$ cat src/rtl/lsu_pkg.sv
// lsu_pkg: shared encodings for the load/store unit.
// Bus sizes, RV32I load/store funct3 values and FSM states.
package lsu_pkg;

  localparam logic [1:0] HB_BYTE = 2'b00;
  localparam logic [1:0] HB_HALF = 2'b01;
  localparam logic [1:0] HB_WORD = 2'b10;

  localparam logic [2:0] F3_B  = 3'b000;
  localparam logic [2:0] F3_H  = 3'b001;
  localparam logic [2:0] F3_W  = 3'b010;
  localparam logic [2:0] F3_BU = 3'b100;
  localparam logic [2:0] F3_HU = 3'b101;

  localparam logic [2:0] S_IDLE = 3'b001;
  localparam logic [2:0] S_WAIT = 3'b010;
  localparam logic [2:0] S_RESP = 3'b100;

  localparam int SI_IDLE = 0;
  localparam int SI_WAIT = 1;
  localparam int SI_RESP = 2;

endpackage

$ cat src/rtl/lsu_extend.sv
// lsu_extend: funct3 legality, alignment check and
// sign/zero extension of lane-aligned load data.
module lsu_extend
  import lsu_pkg::*;
(
  input  logic [2:0]  f3_i,
  input  logic        we_i,
  input  logic [1:0]  addr_lo_i,
  input  logic [31:0] rdata_i,
  output logic        bad_o,
  output logic [31:0] ext_o
);

  logic legal;
  logic misal;

  // Decode size, reject illegal/misaligned, extend read data
  always_comb begin
    legal = 1'b0;
    misal = 1'b0;
    ext_o = rdata_i;
    case (f3_i)
      F3_B: begin
        legal = 1'b1;
        ext_o = {{24{rdata_i[7]}}, rdata_i[7:0]};
      end
      F3_H: begin
        legal = 1'b1;
        misal = addr_lo_i[0];
        ext_o = {{16{rdata_i[15]}}, rdata_i[15:0]};
      end
      F3_W: begin
        legal = 1'b1;
        misal = |addr_lo_i;
      end
      F3_BU: begin
        legal = !we_i;
      end
      F3_HU: begin
        legal = !we_i;
        misal = addr_lo_i[0];
      end
      default: begin
        legal = 1'b0;
      end
    endcase
    bad_o = !legal || misal;
  end

endmodule

$ cat src/rtl/lsu.sv
// lsu: load/store bus initiator with req/gnt handshake,
// grant timeout and one-cycle completion pulse.
module lsu
  import lsu_pkg::*;
#(
  parameter int TIMEOUT = 16
) (
  input  logic        clk_i,
  input  logic        rst_i,
  input  logic        lsu_req_i,
  input  logic        lsu_we_i,
  input  logic [2:0]  lsu_funct3_i,
  input  logic [31:0] lsu_addr_i,
  input  logic [31:0] lsu_wdata_i,
  output logic        lsu_busy_o,
  output logic        lsu_done_o,
  output logic [31:0] lsu_rdata_o,
  output logic        lsu_misalign_o,
  output logic        lsu_fault_o,
  output logic        req_o,
  input  logic        gnt_i,
  output logic [31:0] addr_o,
  output logic [31:0] wdata_o,
  output logic        we_o,
  output logic [1:0]  hb_o,
  input  logic [31:0] rdata_i
);

  localparam int CW =
    (TIMEOUT > 0) ? $clog2(TIMEOUT + 1) : 1;
  localparam logic [CW-1:0] CNT_LAST = CW'(TIMEOUT - 1);

  logic [2:0]    state_q, state_d;
  logic [CW-1:0] cnt_q, cnt_d;
  logic [31:0]   addr_q, addr_d;
  logic [31:0]   wdata_q, wdata_d;
  logic          we_q, we_d;
  logic [2:0]    f3_q, f3_d;
  logic [31:0]   rdata_q, rdata_d;
  logic          mis_q, mis_d;
  logic          flt_q, flt_d;

  logic          idle;
  logic [2:0]    f3_sel;
  logic          we_sel;
  logic          bad;
  logic [31:0]   ext;

  assign idle   = state_q[SI_IDLE];
  assign f3_sel = idle ? lsu_funct3_i : f3_q;
  assign we_sel = idle ? lsu_we_i : we_q;

  lsu_extend u_ext (
    .f3_i      (f3_sel),
    .we_i      (we_sel),
    .addr_lo_i (lsu_addr_i[1:0]),
    .rdata_i   (rdata_i),
    .bad_o     (bad),
    .ext_o     (ext)
  );

  assign lsu_busy_o     = !idle;
  assign lsu_done_o     = state_q[SI_RESP];
  assign lsu_misalign_o = state_q[SI_RESP] & mis_q;
  assign lsu_fault_o    = state_q[SI_RESP] & flt_q;
  assign lsu_rdata_o    = rdata_q;
  assign req_o          = state_q[SI_WAIT];
  assign addr_o         = addr_q;
  assign wdata_o        = wdata_q;
  assign we_o           = we_q;
  assign hb_o           = f3_q[1:0];

  // Next-state: accept, wait for grant or timeout, respond
  always_comb begin
    state_d = state_q;
    cnt_d   = cnt_q;
    addr_d  = addr_q;
    wdata_d = wdata_q;
    we_d    = we_q;
    f3_d    = f3_q;
    rdata_d = rdata_q;
    mis_d   = mis_q;
    flt_d   = flt_q;
    unique case (1'b1)
      state_q[SI_IDLE]: begin
        mis_d = 1'b0;
        flt_d = 1'b0;
        if (lsu_req_i) begin
          if (bad) begin
            mis_d   = 1'b1;
            state_d = S_RESP;
          end else begin
            addr_d  = lsu_addr_i;
            wdata_d = lsu_wdata_i;
            we_d    = lsu_we_i;
            f3_d    = lsu_funct3_i;
            cnt_d   = '0;
            state_d = S_WAIT;
          end
        end
      end
      state_q[SI_WAIT]: begin
        if (gnt_i) begin
          if (!we_q) rdata_d = ext;
          state_d = S_RESP;
        end else if (TIMEOUT != 0 && cnt_q == CNT_LAST) begin
          flt_d   = 1'b1;
          state_d = S_RESP;
        end else begin
          cnt_d = cnt_q + CW'(1);
        end
      end
      state_q[SI_RESP]: begin
        state_d = S_IDLE;
      end
      default: begin
        state_d = S_IDLE;
      end
    endcase
  end

  // State and bus registers with synchronous reset
  always_ff @(posedge clk_i) begin
    if (rst_i) begin
      state_q <= S_IDLE;
      cnt_q   <= '0;
      addr_q  <= '0;
      wdata_q <= '0;
      we_q    <= 1'b0;
      f3_q    <= '0;
      rdata_q <= '0;
      mis_q   <= 1'b0;
      flt_q   <= 1'b0;
    end else begin
      state_q <= state_d;
      cnt_q   <= cnt_d;
      addr_q  <= addr_d;
      wdata_q <= wdata_d;
      we_q    <= we_d;
      f3_q    <= f3_d;
      rdata_q <= rdata_d;
      mis_q   <= mis_d;
      flt_q   <= flt_d;
    end
  end

endmodule

$ cat config.mk
export PLATFORM = sky130hd
export DESIGN_NAME = lsu
export DESIGN_NICKNAME = d
export VERILOG_FILES = /design/src/rtl/lsu_pkg.sv /design/src/rtl/lsu_extend.sv /design/src/rtl/lsu.sv
export SDC_FILE = /design/constraint.sdc
export NUM_CORES = 1
export LEC_CHECK = 0
export CORE_MARGIN = 2
export CORE_UTILIZATION = 36
export DETAILED_ROUTE_END_ITERATION = 10
export PLACE_DENSITY = 0.74
export SLEW_MARGIN = 10
export SYNTH_ARGS = -nofsm -noshare
export SYNTH_HDL_FRONTEND = slang
export SYNTH_SLANG_ARGS = --single-unit
$ cat constraint.sdc
create_clock -name clk_i -period 3.85 [get_ports clk_i]
set_input_delay 0.5775 -clock clk_i [delete_from_list [all_inputs] [get_ports clk_i]]
set_output_delay 0.5775 -clock clk_i [all_outputs]
set_load 0.005 [all_outputs]
==> summary.txt, run 1 <==
Outcome
  • Status: completed

Clocking
  • CTS Root Cell: clkbuf_16
  • Reg clk slew, reported paths: 0.07 ns
  • Bufs on Longest Clock Path: 2
  • PostCTS Resize Cnt: 0
  • CTS Hold Bufs: 0
  • Post-CTS Setup Inserts: 0
  • H-Tree Depth: 3
  • Number of buffers created by CTS: 9
  • Clk Latency, worst-skew pair: 0.35 ns
  • # clock sinks: 110
  • CTS tree: done

Critical path
  • Slowest CP cell: or3_2
  • WP buf/inv: 2
  • Crit-path cells: clkdlybuf4s50_1 -> o31ai_2 -> o211ai_4 -> or3_2 -> buf_4 -> a31o_2
  • Crit-path max cell delay: 0.61 ns
  • CP Launch Point: lsu_funct3_i[0]
  • Worst Setup End Kind: register
  • CP Data Arrival Time: 2.88 ns
  • Setup Crit Path Kind: in2reg
  • WP data required: 4.09 ns
  • CP startpoint kind: input pin
  • CP top delay family: buffers and inverters
  • Reg-to-reg startpoint: state_q[0]
  • Crit path max fanout: 53

Synth
  • Post-synth top area share: 47.2%
  • Synth unique cells: 46
  • Seq/Total Area, Yosys: 47.2%
  • Synth Instances: 543
  • Register bit count reported by yosys: 110
  • Most used DFF post-synth: dfxtp_1
  • Area contributors post-synth: dfxtp_1 (47%), a31o_2 (11%), nand2_1 (8.6%), nor4_1 (8.6%), clkbuf_1 (3.7%)
  • Syn Area/Cell: 8.59 um2
  • Most frequent cells after synthesis: dfxtp_1 (110), nand2_1 (107), nor4_1 (64)
  • EDFF count, synth: 0
  • Yosys top cell by area: dfxtp_1
  • Fraction of registers with async set/reset: 0%
  • Synthesized Nets: 649
  • Mapped cell area: 4660 um2
  • Synth warn: 0
  • Count leader, synth: dfxtp_1

Placed design
  • DP Area: 6770 um2
  • IO Port Bufs: 207
  • Final GP Congestion: 0.771
  • Hpwl dp: 9320 um
  • Dpl ws: 0.868 ns

Detailed routing
  • Final ANT Viol Nets: 0
  • DRC Markers: 0
  • Post-Route WL: 13800 um
  • Drt wl/cell: 15.6 um
  • Drt first pass iters: 6
  • DR vias: 4717
  • DR iter-0 viols: 282
  • Vias per Instance: 5.32

Layout
  • NumNets Final: 816
  • Fill cell count: 1179
  • Diodes inserted: 0
  • Syn-to-layout area delta: 51.0%
  • Share of cells above drive strength 1: 12.4%
  • Fin area: 7040 um2

Power
  • Power per cell area: 353 nW/um2
  • Leak pwr: 2.57 nW
  • Pwr Total: 2.49 mW
  • Max rail drop VDD: 0.000177 V

Die
  • Row count: 41
  • # IOs: 208
  • Die height: 118 um
  • Total Die Area: 13900 um2
  • Starting Density: 37.0%
  • Core Box Area: 12600 um2
  • DIE WIDTH: 118 um

STA
  • Rel. slew slack: 33.5%
  • # setup viols final: 0
  • Setup TNS: 0 ns
  • Worst Tran Pin Value: 0.994 ns
  • Fin crit period: 2.64 ns
  • Fmax achieved: 379 MHz
  • Hold Vio Cnt, Final: 0
  • Skew final: 0.00604 ns
  • Worst setup margin: 1.21 ns
  • Hold WS: 0.454 ns
  • RSZ-0062 raised after global routing: false
  • Tcrit/Tclk final: 68.5%
  • Max-slew violation count: 0

GRT
  • Initial antenna violation count: 0
  • Vias in the first global route: 4585
  • GRT Resource Usage Total: 19.4%
  • Pin count of the biggest net entering global routing: 96
  • Grt ovf: 0
  • First-pass GRT wire length: 22300 um

Worst hold path
  • Worst hold start: lsu_rdata_o[7]
  • Hold Path Class: reg2reg

Flow run
  • Maxcap violations: 0
worst register-to-register path, stage by stage, from the launching register on:
cell	delay (ns)
dfxtp_1	0.71
nand2b_1	0.24
o21ai_4	0.06
or3_2	0.63
buf_4	0.37
a31o_2	0.36
per-stage QoR:
step,instances,util (%)
6_report,887,55.8
5_1_grt,887,55.8
4_1_cts,887,55.8
3_5_place_dp,871,53.7
3_3_place_gp,871,53.7
2_1_floorplan,543,-
area by class of cell:
type                    count  area [um2]  share of cell area [%]
clock buffers              13         250                    3.55
flip-flops and latches    110        2200                    31.3
multi-input cells         370        2210                    31.3
repair buffers            215        2130                    30.3
inverters                   4        17.5                   0.249
clock inverters             3        20.0                   0.284
well taps                 172         215                    3.06
routing by layer:
layer	share of wire [%]	vias up	global-route usage, %
met3	8.1	20	6.64
li1	-	2319	-
met5	0	-	0
met1	44	2212	23.9
met4	2.1	0	7.83
met2	46	166	31.1
state kept, by name, indices dropped and copies added (netlist names):
name and flops:
addr_o 32, cnt_q 5, f3_q 3, flt_q 1
lsu_rdata_o 32, mis_q 1, state_q 3, wdata_o 32
we_o 1
path summary, 6_finish.rpt:
path                         end  slack, ns  cells after the start
setup / recovery      addr_o[19]       1.21                      6
hold / removal    lsu_rdata_o[7]       0.45                      2
setup reg to reg      addr_o[19]       1.38                      5
hold reg to reg   lsu_rdata_o[7]       0.45                      2
report_power, final:
| part | total [mW] | internal (mW) | switching, mW |
|---|---|---|---|
| Combinational | 0.417 | 0.225 | 0.191 |
| Clock | 0.858 | 0.456 | 0.402 |
| Sequential | 1.21 | 1.18 | 0.0291 |
| Total | 2.49 | 1.86 | 0.623 |
cell usage in the layout, fill, tap and decap left out, types with 4 or more instances in the layout:
cell type and count:
a31o_1 5, nand3_1 4, nor2_1 19, o311ai_0 5, nand2_1 106, mux2i_1 5
clkbuf_16 9, o21ai_0 32, a31o_2 59, nor4_1 64, buf_4 8, a21oi_1 27
clkdlybuf4s50_1 207, dfxtp_1 110, nand2b_1 4, nand3b_1 4
cell families (layout without fill, tap and decap cells):
logic type	Yosys count	in the layout	share of synthesized area [%]
simple gates	220	220	23.1
fa+ha+maj	2	2	0.536
mux	5	5	1.07
compound gates	143	143	22.2
flops	110	110	47.2
buf+inv	63	235	5.93
Power figures use the tool's default switching activity.
==> run 2, diff against run 1 <==
Settings changed: PLACE_DENSITY 0.74 to 0.76.
Clock period 3.85 ns to 2.25 ns, I/O delays scaled along.
==> run 2 against run 1 <==
Compared with the run above: setup slack got worse by 1.1 ns; clock skew increased by 0.0011 ns; die area unchanged; highest routed layer unchanged; largest power group unchanged; sequential share of layout area decreased by 0.96 points; core utilization increased by 1.8 points; largest cell class is now buffers.
==> summary.txt, run 2 (same netlist as run 1, synthesis figures left out) <==
Clocking
  • Clk Latency, worst-skew pair: 0.35 ns
  • PostCTS Resize Cnt: 0
  • CTS Hold Bufs: 0
  • Bufs on Longest Clock Path: 2
  • H-Tree Depth: 3
  • Post-CTS Setup Inserts: 0
  • CTS tree: done
  • Number of buffers created by CTS: 9
  • Reg clk slew, reported paths: 0.07 ns
  • # clock sinks: 110
  • CTS Root Cell: clkbuf_16

STA
  • Worst Tran Pin Value: 0.976 ns
  • Max-slew violation count: 0
  • # setup viols final: 0
  • Tcrit/Tclk final: 92.9%
  • Rel. slew slack: 34.7%
  • Hold Vio Cnt, Final: 0
  • Skew final: 0.00716 ns
  • Worst setup margin: 0.159 ns
  • Fmax achieved: 478 MHz
  • Setup TNS: 0 ns
  • Hold WS: 0.453 ns
  • Fin crit period: 2.09 ns
  • RSZ-0062 raised after global routing: false

Flow run
  • Maxcap violations: 0

GRT
  • First-pass GRT wire length: 22500 um
  • GRT Resource Usage Total: 19.5%
  • Vias in the first global route: 4532
  • Pin count of the biggest net entering global routing: 69
  • Initial antenna violation count: 0
  • Grt ovf: 0

Detailed routing
  • Drt wl/cell: 15.2 um
  • Post-Route WL: 13700 um
  • M1 WL: 6020 um
  • Met2 WL post-DR: 6540 um
  • DRC Markers: 0
  • Drt first pass iters: 4
  • Vias per Instance: 5.21
  • Final ANT Viol Nets: 0
  • DR iter-0 viols: 181
  • Routed wl met3: 958 um
  • DR vias: 4708
  • Max Used Layer: met4

Critical path
  • CP Data Arrival Time: 2.33 ns
  • Crit-path cells: clkdlybuf4s50_1 -> o31ai_2 -> o211ai_4 -> or3_2 -> buf_12 -> a31o_2
  • Worst Setup End Kind: register
  • Crit path max fanout: 55
  • WP buf/inv: 2
  • CP top delay family: compound AO/OA/AOI/OAI gates
  • WP depth: 6
  • WP data required: 2.49 ns
  • Setup Crit Path Kind: in2reg
  • CP startpoint kind: input pin
  • Crit-path max cell delay: 0.48 ns
  • Slowest CP cell: clkdlybuf4s50_1
  • R2R depth: 5

Placed design
  • Dpl ws: -0.194 ns
  • Placed Cells: 888
  • Final GP Congestion: 0.797
  • DP Area: 6960 um2
  • Hpwl dp: 9860 um
  • IO Port Bufs: 207

Layout
  • Syn-to-layout area delta: 55.8%
  • Diodes inserted: 0
  • Share of cells above drive strength 1: 14.6%
  • Most common cell after layout, fill and taps aside: clkdlybuf4s50_1
  • Most frequent cells in the layout: clkdlybuf4s50_1 (207), dfxtp_1 (110), nand2_1 (106), nor4_1 (64), a31o_2 (59)
  • Final non-filler cell total: 904
  • NumNets Final: 833
  • Fin area: 7270 um2
  • Core Util, Final: 57.6%

Power
  • Pwr Total: 4.43 mW
  • Max rail drop VDD: 0.000302 V
  • Power per cell area: 609 nW/um2
  • Leak pwr: 2.70 nW

Worst hold path
  • Hold Path Class: reg2reg
  • WHS Path Cells: 2

Die
  • Core Box Area: 12600 um2
  • Die height: 118 um
  • # IOs: 208
  • DIE WIDTH: 118 um
  • Starting Density: 37.0%
  • Row count: 41
  • Total Die Area: 13900 um2

Outcome
  • Status: completed
[run 2: worst paths after layout]
path            startpoint  slack (ns)         endpoint
max          lsu_addr_i[1]        0.16       addr_o[29]
min                  mis_q        0.45            mis_q
max reg2reg     state_q[0]        0.21  lsu_rdata_o[16]
min reg2reg          mis_q        0.45            mis_q
[run 2: per-layer routing]
| metal | vias to the layer above | GRT usage [%] |
|---|---|---|
| met5 | - | 0 |
| met4 | 0 | 6.63 |
| met3 | 12 | 5.33 |
| met2 | 163 | 32.8 |
| met1 | 2182 | 24.0 |
| li1 | 2351 | - |
[run 2: where the power goes]
part	leakage, nW	switching (mW)	internal [mW]
clock network	0.146	0.677	0.923
logic	1.66	0.335	0.421
registers	0.893	0.0486	2.02
[run 2: worst min-delay path: cells and delay by family, from the launching register on]
family | cells | cell delay [ns]
DFF | 1 | 0.31
AOI/OAI and AO/OA | 1 | 0.05
and+or+nand+nor | 1 | 0.05
[run 2: layout make-up]
cell class	instances	area, um2
clock buffers	13	260
clock inverters	3	42.5
fillers	1148	5350
inverters	4	17.5
multi-input cells	370	2210
flip-flops and latches	110	2200
well taps	172	215
repair buffers	232	2320
==> run 3, diff against run 2 <==
Settings changed: SLEW_MARGIN 10 to 20.
==> results of run 3 <==
Final layout, timing and power as in run 2 (identical DEF).
